<file path="src/rtl/cpu_pkg.sv">
// Shared CPU pipeline types: fetch FSM states, well-known instruction words,
// and the IF/ID bundle that decode consumes.
package cpu_pkg;

    typedef enum logic [1:0] {
        IDLE = 2'd0,
        RUN  = 2'd1,
        HALT = 2'd2
    } fetch_state_t;

    localparam logic [31:0] NOP_INS  = 32'hE1A0_0000;
    localparam logic [31:0] HALT_INS = 32'hEF00_0000;

    typedef struct packed {
        logic [31:0] ins;
        logic [31:0] pc;
        logic        valid;
    } if_id_t;

endpackage

</file>
<file path="src/rtl/if_id_reg.sv">
// IF/ID pipeline register; flush beats load, otherwise holds. Registered, 1 cycle.
// No backpressure of its own: the caller withholds load to stall.
module if_id_reg
    import cpu_pkg::*;
#(
    parameter logic [31:0] NOP_INS = cpu_pkg::NOP_INS
) (
    input  logic   clk,
    input  logic   rst,
    input  logic   load,
    input  logic   flush,
    input  if_id_t d,
    output if_id_t q
);

    always_ff @(posedge clk or posedge rst) begin
        if (rst) begin
            q <= '{ins: NOP_INS, pc: 32'd0, valid: 1'b0};
        end else if (flush) begin
            q <= '{ins: NOP_INS, pc: 32'd0, valid: 1'b0};
        end else if (load) begin
            q <= d;
        end
    end

endmodule

</file>
<file path="src/rtl/fetch_stage.sv">
// Instruction fetch: PC, redirect, halt/fault FSM; ROM word registered into IF/ID, 1-cycle latency.
// Stall holds PC and IF/ID; a branch overrides stall; HALT ignores both until reset.
module fetch_stage
    import cpu_pkg::*;
#(
    parameter logic [31:0] RESET_PC = 32'h0000_0000,
    parameter int          ROM_AW   = 6,
    parameter logic [31:0] NOP_INS  = cpu_pkg::NOP_INS,
    parameter logic [31:0] HALT_INS = cpu_pkg::HALT_INS
) (
    input  logic              clk,
    input  logic              rst,
    input  logic              stall,
    input  logic              branch_taken,
    input  logic [31:0]       branch_target,
    output logic [ROM_AW-1:0] ins_addr,
    input  logic [31:0]       ins,
    output logic [31:0]       if_id_ins,
    output logic [31:0]       if_id_pc,
    output logic              if_id_valid,
    output logic              halted,
    output logic              fault,
    output logic [15:0]       fetch_count
);

    localparam logic [32:0] ROM_BYTES = 33'(1) << (ROM_AW + 2);

    fetch_state_t state, state_nxt;
    logic [31:0]  pc, pc_nxt;
    logic [32:0]  pc_plus4;
    logic         end_of_rom;
    logic         br_bad;
    logic         ifid_load, ifid_flush;
    if_id_t       ifid_d, ifid_q;
    logic         cnt_inc, fault_set;

    // Computed one bit wider so the end-of-ROM compare never sees a wrapped PC.
    assign pc_plus4   = {1'b0, pc} + 33'd4;
    assign end_of_rom = (pc_plus4 >= ROM_BYTES);
    assign br_bad     = (branch_target[1:0] != 2'b00) || ({1'b0, branch_target} >= ROM_BYTES);
    assign ins_addr   = pc[ROM_AW+1:2];

    always_ff @(posedge clk or posedge rst) begin
        if (rst) begin
            state <= IDLE;
        end else begin
            state <= state_nxt;
        end
    end

    always_comb begin
        state_nxt = state;
        case (state)
            IDLE: state_nxt = RUN;
            RUN: begin
                if (branch_taken) begin
                    if (br_bad) state_nxt = HALT;
                end else if (!stall && ((ins == HALT_INS) || end_of_rom)) begin
                    state_nxt = HALT;
                end
            end
            HALT:    state_nxt = HALT;
            default: state_nxt = IDLE;
        endcase
    end

    always_comb begin
        pc_nxt     = pc;
        ifid_load  = 1'b0;
        ifid_flush = 1'b0;
        ifid_d     = '{ins: ins, pc: pc, valid: 1'b1};
        cnt_inc    = 1'b0;
        fault_set  = 1'b0;
        case (state)
            RUN: begin
                if (branch_taken) begin
                    ifid_flush = 1'b1;
                    if (br_bad) fault_set = 1'b1;
                    else        pc_nxt    = branch_target;
                end else if (!stall) begin
                    ifid_load = 1'b1;
                    cnt_inc   = 1'b1;
                    // A halt word parks the PC on itself; the last ROM word faults instead of wrapping.
                    if (ins != HALT_INS) begin
                        if (end_of_rom) fault_set = 1'b1;
                        else            pc_nxt    = pc_plus4[31:0];
                    end
                end
            end
            HALT: begin
                ifid_load = 1'b1;
                ifid_d    = '{ins: ifid_q.ins, pc: ifid_q.pc, valid: 1'b0};
            end
            default: ;
        endcase
    end

    always_ff @(posedge clk or posedge rst) begin
        if (rst) begin
            pc          <= RESET_PC;
            fetch_count <= 16'd0;
            fault       <= 1'b0;
        end else begin
            pc <= pc_nxt;
            if (cnt_inc && (fetch_count != 16'hFFFF)) fetch_count <= fetch_count + 16'd1;
            if (fault_set) fault <= 1'b1;
        end
    end

    if_id_reg #(
        .NOP_INS (NOP_INS)
    ) u_if_id_reg (
        .clk   (clk),
        .rst   (rst),
        .load  (ifid_load),
        .flush (ifid_flush),
        .d     (ifid_d),
        .q     (ifid_q)
    );

    assign if_id_ins   = ifid_q.ins;
    assign if_id_pc    = ifid_q.pc;
    assign if_id_valid = ifid_q.valid;
    assign halted      = (state == HALT);

endmodule

</file>
<file path="config.mk">
export PLATFORM = sky130hd
export DESIGN_NAME = fetch_stage
export DESIGN_NICKNAME = d
export VERILOG_FILES = /design/src/rtl/cpu_pkg.sv /design/src/rtl/if_id_reg.sv /design/src/rtl/fetch_stage.sv
export SDC_FILE = /design/constraint.sdc
export NUM_CORES = 1
export LEC_CHECK = 0
export ABC_CLOCK_PERIOD_IN_PS = 11650
export CAP_MARGIN = 20
export CORE_MARGIN = 2
export CORE_UTILIZATION = 35
export DETAILED_ROUTE_END_ITERATION = 6
export SYNTH_ARGS = -nofsm -noshare
export SYNTH_HDL_FRONTEND = slang
export SYNTH_SLANG_ARGS = --single-unit
</file>
<file path="constraint.sdc">
create_clock -name clk -period 11.65 [get_ports clk]
set_clock_uncertainty 0.15 [all_clocks]
set_input_delay 2.33 -clock clk [delete_from_list [all_inputs] [get_ports clk]]
set_output_delay 2.33 -clock clk [all_outputs]
set_load 0.02 [all_outputs]
</file>
# Word-level counts from Yosys, hierarchy flattened
# Index checks and enable logic that the tools add are counted.
# totals
in_bits,68
wordCells,58
register_bits,116
output_inout_bits,89
# op_classes
eq_ne,11
n_reduce_logical,12
addsub,2
n_lt_le_gt_ge,2
muxes,24
# ops
operator,count
2-to-1 mux 65 bit,3
2-to-1 mux 32 bit,5
"adder 32 x 3 -> 33 bit, second input constant",1
">= comparator 33 x 9 -> 1 bit, second input constant",1
"equality test 32 bit, second input constant",1
">= comparator 32 x 9 -> 1 bit, second input constant",1
"inequality test 32 bit, second input constant",1
"adder 16 x 1 -> 16 bit, second input constant",1
"inequality test 16 bit, second input constant",1
2-to-1 mux 1 bit,11
2-to-1 mux 2 bit,3
"inequality test 3 bit, second input constant",2
case mux 2 bit (3 select lines),1
nonzero test 2 bit,3
AND reduction 5 bit,1
"inequality test 2 x 1 -> 1 bit, second input constant",2
"inequality test 2 bit, second input constant",2
AND reduction 2 bit,2
"equality test 2 x 1 -> 1 bit, second input constant",1
"equality test 2 bit, second input constant",1
logical AND 1 bit,2
zero test 2 bit,1
logical OR 1 bit,2
case mux 1 bit (2 select lines),1
zero test 1 bit,1

# Logic depth before layout (Yosys ltp)
# logic_depth
word_depth,7
ltp_mapped,11
depth_no_buf,9

# Modules after synthesis
# Synthesis repeated with hierarchy kept, for this count alone.
# unflattened
cells_unflattened,585
area_unflattened_um2,6364.9
# modules_own_cells
mod,n_inst,seq_area_each_um2,area_per_inst_um2,cells_each
fetch_stage,1,1276.2,3677.3,374
if_id_reg,1,1634.1,2687.6,211

# Least setup slack after synthesis
# Ideal clock, no wire load.
# synth_path
path_type,input port to flip-flop
start,in branch_target[30]
end,reg pc[6]
required_ns,11.401
cell_stages,9
arrival_time_ns,4.007
path_slack_ns,7.393
n_path_buf,1
cell_sequence,nor4b_1 > nand4_1 > a211oi_1 > o21ai_0 > clkbuf_1 > nor2_1 > nor2_1 > o21a_1 > a311oi_1
# synth_via
elab_chain_len,4
# synth_rtl
element,line_no,rtl
start: declaration,fetch_stage.sv:15,"input logic [31:0] branch_target,"
>= comparator 32 x 9 -> 1 bit,fetch_stage.sv:40,"assign br_bad = (branch_target[1:0] != 2'b00) || ({1'b0, branch_target} >= ROM_BYTES);"
logical OR 1 bit,fetch_stage.sv:40,
inequality test 2 bit (no line),-,
AND reduction 5 bit (no line),-,
end signal: assignment,fetch_stage.sv:104,pc <= pc_nxt;
end: declaration,fetch_stage.sv:29,"logic [31:0] pc, pc_nxt;"
# Every way passes these cells.
# A chain may end at the register's enable or synchronous reset.

# Final worst setup path
# layout_path
start,in branch_taken
end,reg pc[6]
# layout_via
elab_chain_len,2
word_cells_on_any_way,6
cone_classes,eq/ne (3); mux (1); reduce/logical (2)
# layout_rtl
element,line_no,rtl
start: declaration,fetch_stage.sv:14,"input logic branch_taken,"
inequality test 2 bit (no line) (tied with other cells),-,
AND reduction 5 bit (no line),-,
# Several ways; a longest one is shown, not always the timed one.

==> results.yml <==
floorplanning:
  dieWidth_um: 127
  fp-row-count: 44
  ios: 157
  core_sq_um: 14600
  die_h_um: 127
  dieArea_sq_um: 16100
  start_util_pct: 36.1
sta:
  slew_headroom_pct: 31.3
  fin_tns_setup_ns: 0
  post-route-min-period_ns: 5.32
  timing.hold.ws_ns: 0.333
  fin_crit_sh_pct: 45.7
  fmax_mhz: 188
  setup_violations: 0
  worst_slew_pin_slew_ns: 1.02
  rsz0062_at_grt: "false"
  maxSlewViolCount: 0
  final_hold_viol_count: 0
synth:
  synthArstFlopShare_pct: 100
  synth_nets: 552
  synthesis.area_sq_um: 5280
  synth_top_area_share_pct: 52.1
  yosysWarnings: 0
  ys_types: 58
  synth_cells: 479
  synth.largest_area_cell: "dfrtp_1"
  synthTopCellsByArea: "dfrtp_1, a22o_1, dfstp_2, and2_1, xnor2_1"
  ys_ff_latch: 116
  ys_seq_area_share_pct: 55.1
  synth_most_common_cell: "dfrtp_1"
  synth_common_cells: "dfrtp_1, a22o_1, nand2_1"
  ys.flop_type: "dfrtp_1"
  synth-edff-count: 0
  postSynthAreaPerCell_sq_um: 11.0
layout:
  final_nets: 701
  drive_gt1_share_pct: 8.13
  final_cell_area_sq_um: 7600
  diodes: 0
  synthToLayoutAreaGrowth_pct: 43.8
  fillers: 1302
  fin_util_pct: 51.9
power_and_ir_drop:
  p_leak_nw: 3.16
  ir_drop_uv: 119
  switching_share_pct: 33.3
  pwr-share-comb_pct: 34.2
  p_int_w: 0.00114
  pwr-share-clk_pct: 32.1
  power.net_switching_w: 0.000568
  seqPwrFrac_pct: 33.8
  p_per_area_nw_per_um2: 225
place:
  placed_area_sq_um: 6980
  gp_congestion: 0.862
  place_hpwl_mm: 10.3
  io_buffers: 156
grt:
  antenna_found_initial: 0
  grtUsageTotal_pct: 19.0
  grt_max_degree: 67
  grt_remaining_overflow: 0
  grt_pass1_wl_mm: 24.0
  grt_pass1_vias: 4642
critical_path:
  arrival_ns: 5.47
  cp-start-kind: "primary input"
  path_max_fanout: 15
  criticalPathCategory: "in -> reg"
  worstPathRequired_ns: 11.80
  end_kind: "flip-flop"
clock_network:
  cts_made_buffers: 17
  cts_sinks: 116
  tritoncts: "yes"
  cts.path.max_buffers: 2
  root_buffer: "clkbuf_16"
  postCtsSetupBuffers: 0
  clkTransAtPathRegs_ns: 0.05
  cts_resized: 0
  cts_max_level: 4
  hold_buffers: 0
  clock_latency_ns: 0.42
routing:
  vias: 4582
  wirelength_mm: 14.8
  firstDrtPassIters: 5
  vias_per_cell: 5.56
  drtIter0Drc: 358
  routedWlPerCell_um: 18.0
  drc_errors: 0
  antenna_left: 0
min_path:
  hp-class: "reg -> reg"
run:
  maxCapViolations: 0
outcome:
  status: "finished clean"
==> cell type report <==
type / count / area, sq um / share of cell area [%]
multi-input combinational: 321 / 2210 / 29.0
timing repair buffer: 159 / 1580 / 20.8
sequential: 116 / 2910 / 38.3
clock inverter: 10 / 155 / 2.04
inverter: 13 / 51.3 / 0.675
clock buffer: 21 / 460 / 6.06
tap: 184 / 230 / 3.03
==> per-layer routing <==
metal	share of wire [%]	vias to the layer above	GRT usage (%)
li1	-	2085	-
met3	6.9	30	5.78
met2	46	208	29.1
met5	0	-	0
met1	45	2259	24.8
met4	2.4	0	8.73
==> critical path: stages <==
cell	delay [ns]
clkdlybuf4s50_1	0.89
nor4b_1	0.29
nand4_1	0.13
a211oi_1	0.45
o21ai_0	0.49
nor2_1	0.44
nor2_1	0.07
o21a_1	0.11
a311oi_1	0.26
==> registers in the layout, summed over array words and instances, names as in the netlist <==
signal,cells
fault,1
state,2
pc,32
fetch_count,16
u_if_id_reg.q,65
==> cells by family (layout without fill, tap and decap cells) <==
group / Yosys count / after routing / synth area share, %
buffers and inverters: 42 / 203 / 3.58
AOI/OAI and AO/OA: 113 / 113 / 17.1
muxes: 4 / 4 / 0.758
and+or+nand+nor: 175 / 175 / 18.3
xor gates and xnor gates: 24 / 24 / 3.98
DFF: 116 / 116 / 55.1
adders and majority gates: 5 / 5 / 1.18
==> final timing paths <==
kind	from	slack, ns	cells after the start	end
hold reg to reg	pc[0]	0.33	1	pc[0]
max in group asynchronous	rst	7.84	3	u_if_id_reg.q[0]
min in group asynchronous	rst	2.22	2	u_if_id_reg.q[35]
setup / recovery	branch_taken	6.33	9	pc[6]
hold / removal	pc[0]	0.33	1	pc[0]
setup reg to reg	pc[2]	8.13	9	pc[2]
==> power groups by stage <==
| stage | combinational (W) | clock [W] | sequential, W |
|---|---|---|---|
| after floorplan | 0.000263 | 0 | 0.000648 |
| after global placement | 0.000576 | 0 | 0.000577 |
| after detailed placement | 0.000584 | 0 | 0.000581 |
| after CTS | 0.000588 | 0.000557 | 0.000576 |
| after global routing | 0.000624 | 0.000577 | 0.000589 |
| final | 0.000583 | 0.000547 | 0.000576 |
==> metrics by stage <==
stage | std cells | total power, W | setup WS, ns
detailed placement | 793 | 0.00117 | 5.91
floorplan | 479 | 0.000911 | 6.11
global placement | 793 | 0.00115 | 6.01
global route | 824 | 0.00179 | 5.96
finish | 824 | 0.00171 | 6.33
CTS | 824 | 0.00172 | 6.32
==> cell usage in the layout, fill, tap and decap left out, types with 14 or more instances in the layout <==
cell	count
nor2_1	26
dfrtp_1	110
clkbuf_16	17
nand3_1	14
nor4_1	19
nand4_1	17
a22o_1	53
clkdlybuf4s50_1	156
xnor2_1	15
and2_1	24
nand2_1	34
No activity file was read; power rests on OpenSTA's default activity.
==> RTL edit, RTL diff (same flow settings) <==
`ROM_AW`: 6 -> 7.
--- a/src/rtl/fetch_stage.sv
+++ b/src/rtl/fetch_stage.sv
@@ -6,3 +6,3 @@
     parameter logic [31:0] RESET_PC = 32'h0000_0000,
-    parameter int          ROM_AW   = 6,
+    parameter int          ROM_AW   = 7,
     parameter logic [31:0] NOP_INS  = cpu_pkg::NOP_INS,
Ports: changed (resized ins_addr); port bits go from 157 to 158. No check against the original RTL was run, so the function may have changed too.
==> RTL edit against the original RTL <==
Cell area grew 4.5%; wire length grew 1.3%; largest cell class unchanged; sequential cell count is the same; register-to-register slack gained 0.09 ns; area after synthesis grew 6.6%; worst setup slack gained 0.23 ns; total power shrank 8.4%; via count grew 7.5%.
==> RTL edit: results (changes against the original RTL) <==
initial DRC count=225 (was 358); capturing point of the worst reg2reg path=state[1]$_DFFE_PP0P_ (was pc[2]$_DFFE_PP0P_); vias in the first global route=4705 (was 4642); wire length per cell=15.3 um (was 18.0 um); yosys warns=0 (unchanged); hpwl dp=10500 um (was 10300 um); sequential cell area fraction in the yosys report=0.517 (was 0.551); Min-Delay Endpoint=u_if_id_reg.q[10]$_DFFE_PP0P_ (was pc[0]$_DFFE_PP0P_); Synthesized Nets=689 (was 552); R2R depth=8 (was 9); layout cells sized above 1=0.0773 (was 0.0813); P_leak=3.32 nW (was 3.16 nW); CP startpoint=branch_taken (unchanged); Peak VDD IR=0.122 mV (was 0.119 mV); reg-to-reg slack, setup=8.22 ns (was 8.13 ns); top flop regs=u_if_id_reg.q (65), pc (32), fetch_count (16) (unchanged); CP delay by family, top=buffers and inverters (was compound AO/OA/AOI/OAI gates); Hold Slack=0.326 ns (was 0.333 ns); via count=4924 (was 4582); Async S/R FF share, synth=1.00 (unchanged); Slew headroom=0.307 (was 0.313); clock buffer count from CTS=17 (unchanged); dominant synthesized flop cell=dfrtp_1 (unchanged); clock slew at reported path FFs=0.05 ns (about the same); post-CTS setup buffers=0 (unchanged); reg-to-reg critical path startpoint=pc[7]$_DFFE_PP0P_ (was pc[2]$_DFFE_PP0P_); outcome=finished clean (unchanged); Final Net Count=823 (was 701); I/O Buffers=157 (was 156); first-pass GRT wire length=23300 um (was 24000 um); Max Root-Sink Buffers=2 (unchanged); crit-path max FO=25 (was 15); Post-CTS Resized=0 (unchanged); critical path's slowest cell=clkdlybuf4s50_1 (unchanged); CTS Root Cell=clkbuf_16 (unchanged); Synth cell types=58 (unchanged); DR pass1 iterations=4 (was 5); slowest stage delay, CP=0.83 ns (was 0.89 ns); Most flops, register=u_if_id_reg.q (unchanged); hold path cells=2 (was 1); n_diodes=0 (unchanged); H-tree Lvls=4 (unchanged); gr usage total=0.176 (was 0.190); Worst-Skew Late Latency=0.42 ns (about the same); Commonest cells post-synth=141 x nand2_1, 110 x dfrtp_1, 68 x o21ai_0 (was 110 x dfrtp_1, 53 x a22o_1, 34 x nand2_1); worst hold-check path type=reg -> reg (unchanged); RD Place Congestion=0.884 (was 0.862); largest net degree at the start of global routing=129 (was 67); cell with the most instances after synthesis=nand2_1 (was dfrtp_1); initial antenna violation count=0 (unchanged); min-delay src=u_if_id_reg.q[10]$_DFFE_PP0P_ (was pc[0]$_DFFE_PP0P_); Synth area leaders=dfrtp_1 49%, nand2_1 9.4%, o21ai_0 6.0%, and2_1 3.0%, dfstp_2 2.8% (was dfrtp_1 52%, a22o_1 8.8%, dfstp_2 3.0%, and2_1 2.8%, xnor2_1 2.5%)
RTL edit: cell types whose count changed in the layout (fill, tap and decap cells not counted), sizes merged, moves of 4 or more:
cell,delta
a22o,-53
and4,+4
xor2,+4
a22oi,+5
clkinvlp,+5
and2,+4
nand3,+5
mux2i,-4
o31ai,+6
o21ai,+54
nand2,+106
o22a,-7
RTL edit: final cells by class:
cell class,instances,area [sq um]
Clock buffer,18,439
Inverter,9,36.3
Sequential cell,116,2910
Multi-Input combinational cell,444,2480
Fill cell,1460,7890
Timing Repair Buffer,162,1650
Clock inverter,14,156
Tap cell,216,270
RTL edit: cells by family (layout without fill, tap and decap cells):
family / after synthesis / count (layout) / synth area share
simple gates: 298 / 298 / 0.260
buf+inv: 56 / 203 / 0.0451
compound gates: 114 / 114 / 0.125
flops: 116 / 116 / 0.517
fa+ha+maj: 5 / 5 / 0.0111
xor+xnor: 26 / 26 / 0.0404
mux: 1 / 1 / 0.00200
RTL edit: worst min-delay path, cell delays in order, from the launching register on:
cell and delay (ns):
dfrtp_1 0.33, nand2_1 0.05, o21ai_0 0.06
RTL edit: routing by layer:
metal  track usage  up-vias  routed length (um)
met3        0.0582       21                1020
li1              -     2408                   -
met5             0        -                   0
met4        0.0663        0                 225
met1         0.231     2340                7030
met2         0.271      155                6740
RTL edit: worst max path at each step:
stage / end / slack [ns]
2_1_floorplan: fault$_DFFE_PP0P_ / 6.11
3_3_place_gp: pc[3]$_DFFE_PP0P_ / 6.28
3_5_place_dp: pc[15]$_DFFE_PP0P_ / 6.14
4_1_cts: pc[3]$_DFFE_PP0P_ / 6.58
5_1_grt: pc[3]$_DFFE_PP0P_ / 6.26
6_report: pc[15]$_DFFE_PP0P_ / 6.56
RTL edit: power by group:
| group | switching (mW) | internal, mW | total, mW | leakage (nW) |
|---|---|---|---|---|
| clock network | 0.193 | 0.321 | 0.514 | 0.267 |
| registers | 0.0660 | 0.488 | 0.554 | 1.53 |
| logic | 0.275 | 0.219 | 0.494 | 1.52 |
RTL edit: stage by stage:
stage               instance area (sq um)  instances  setup slack [ns]
floorplan                            5630        616              6.11
detailed placement                   7290        945              6.14
CTS                                  7890        977              6.58
global placement                     7290        945              6.28
finish                               7940        979              6.56
global route                         7940        979              6.26
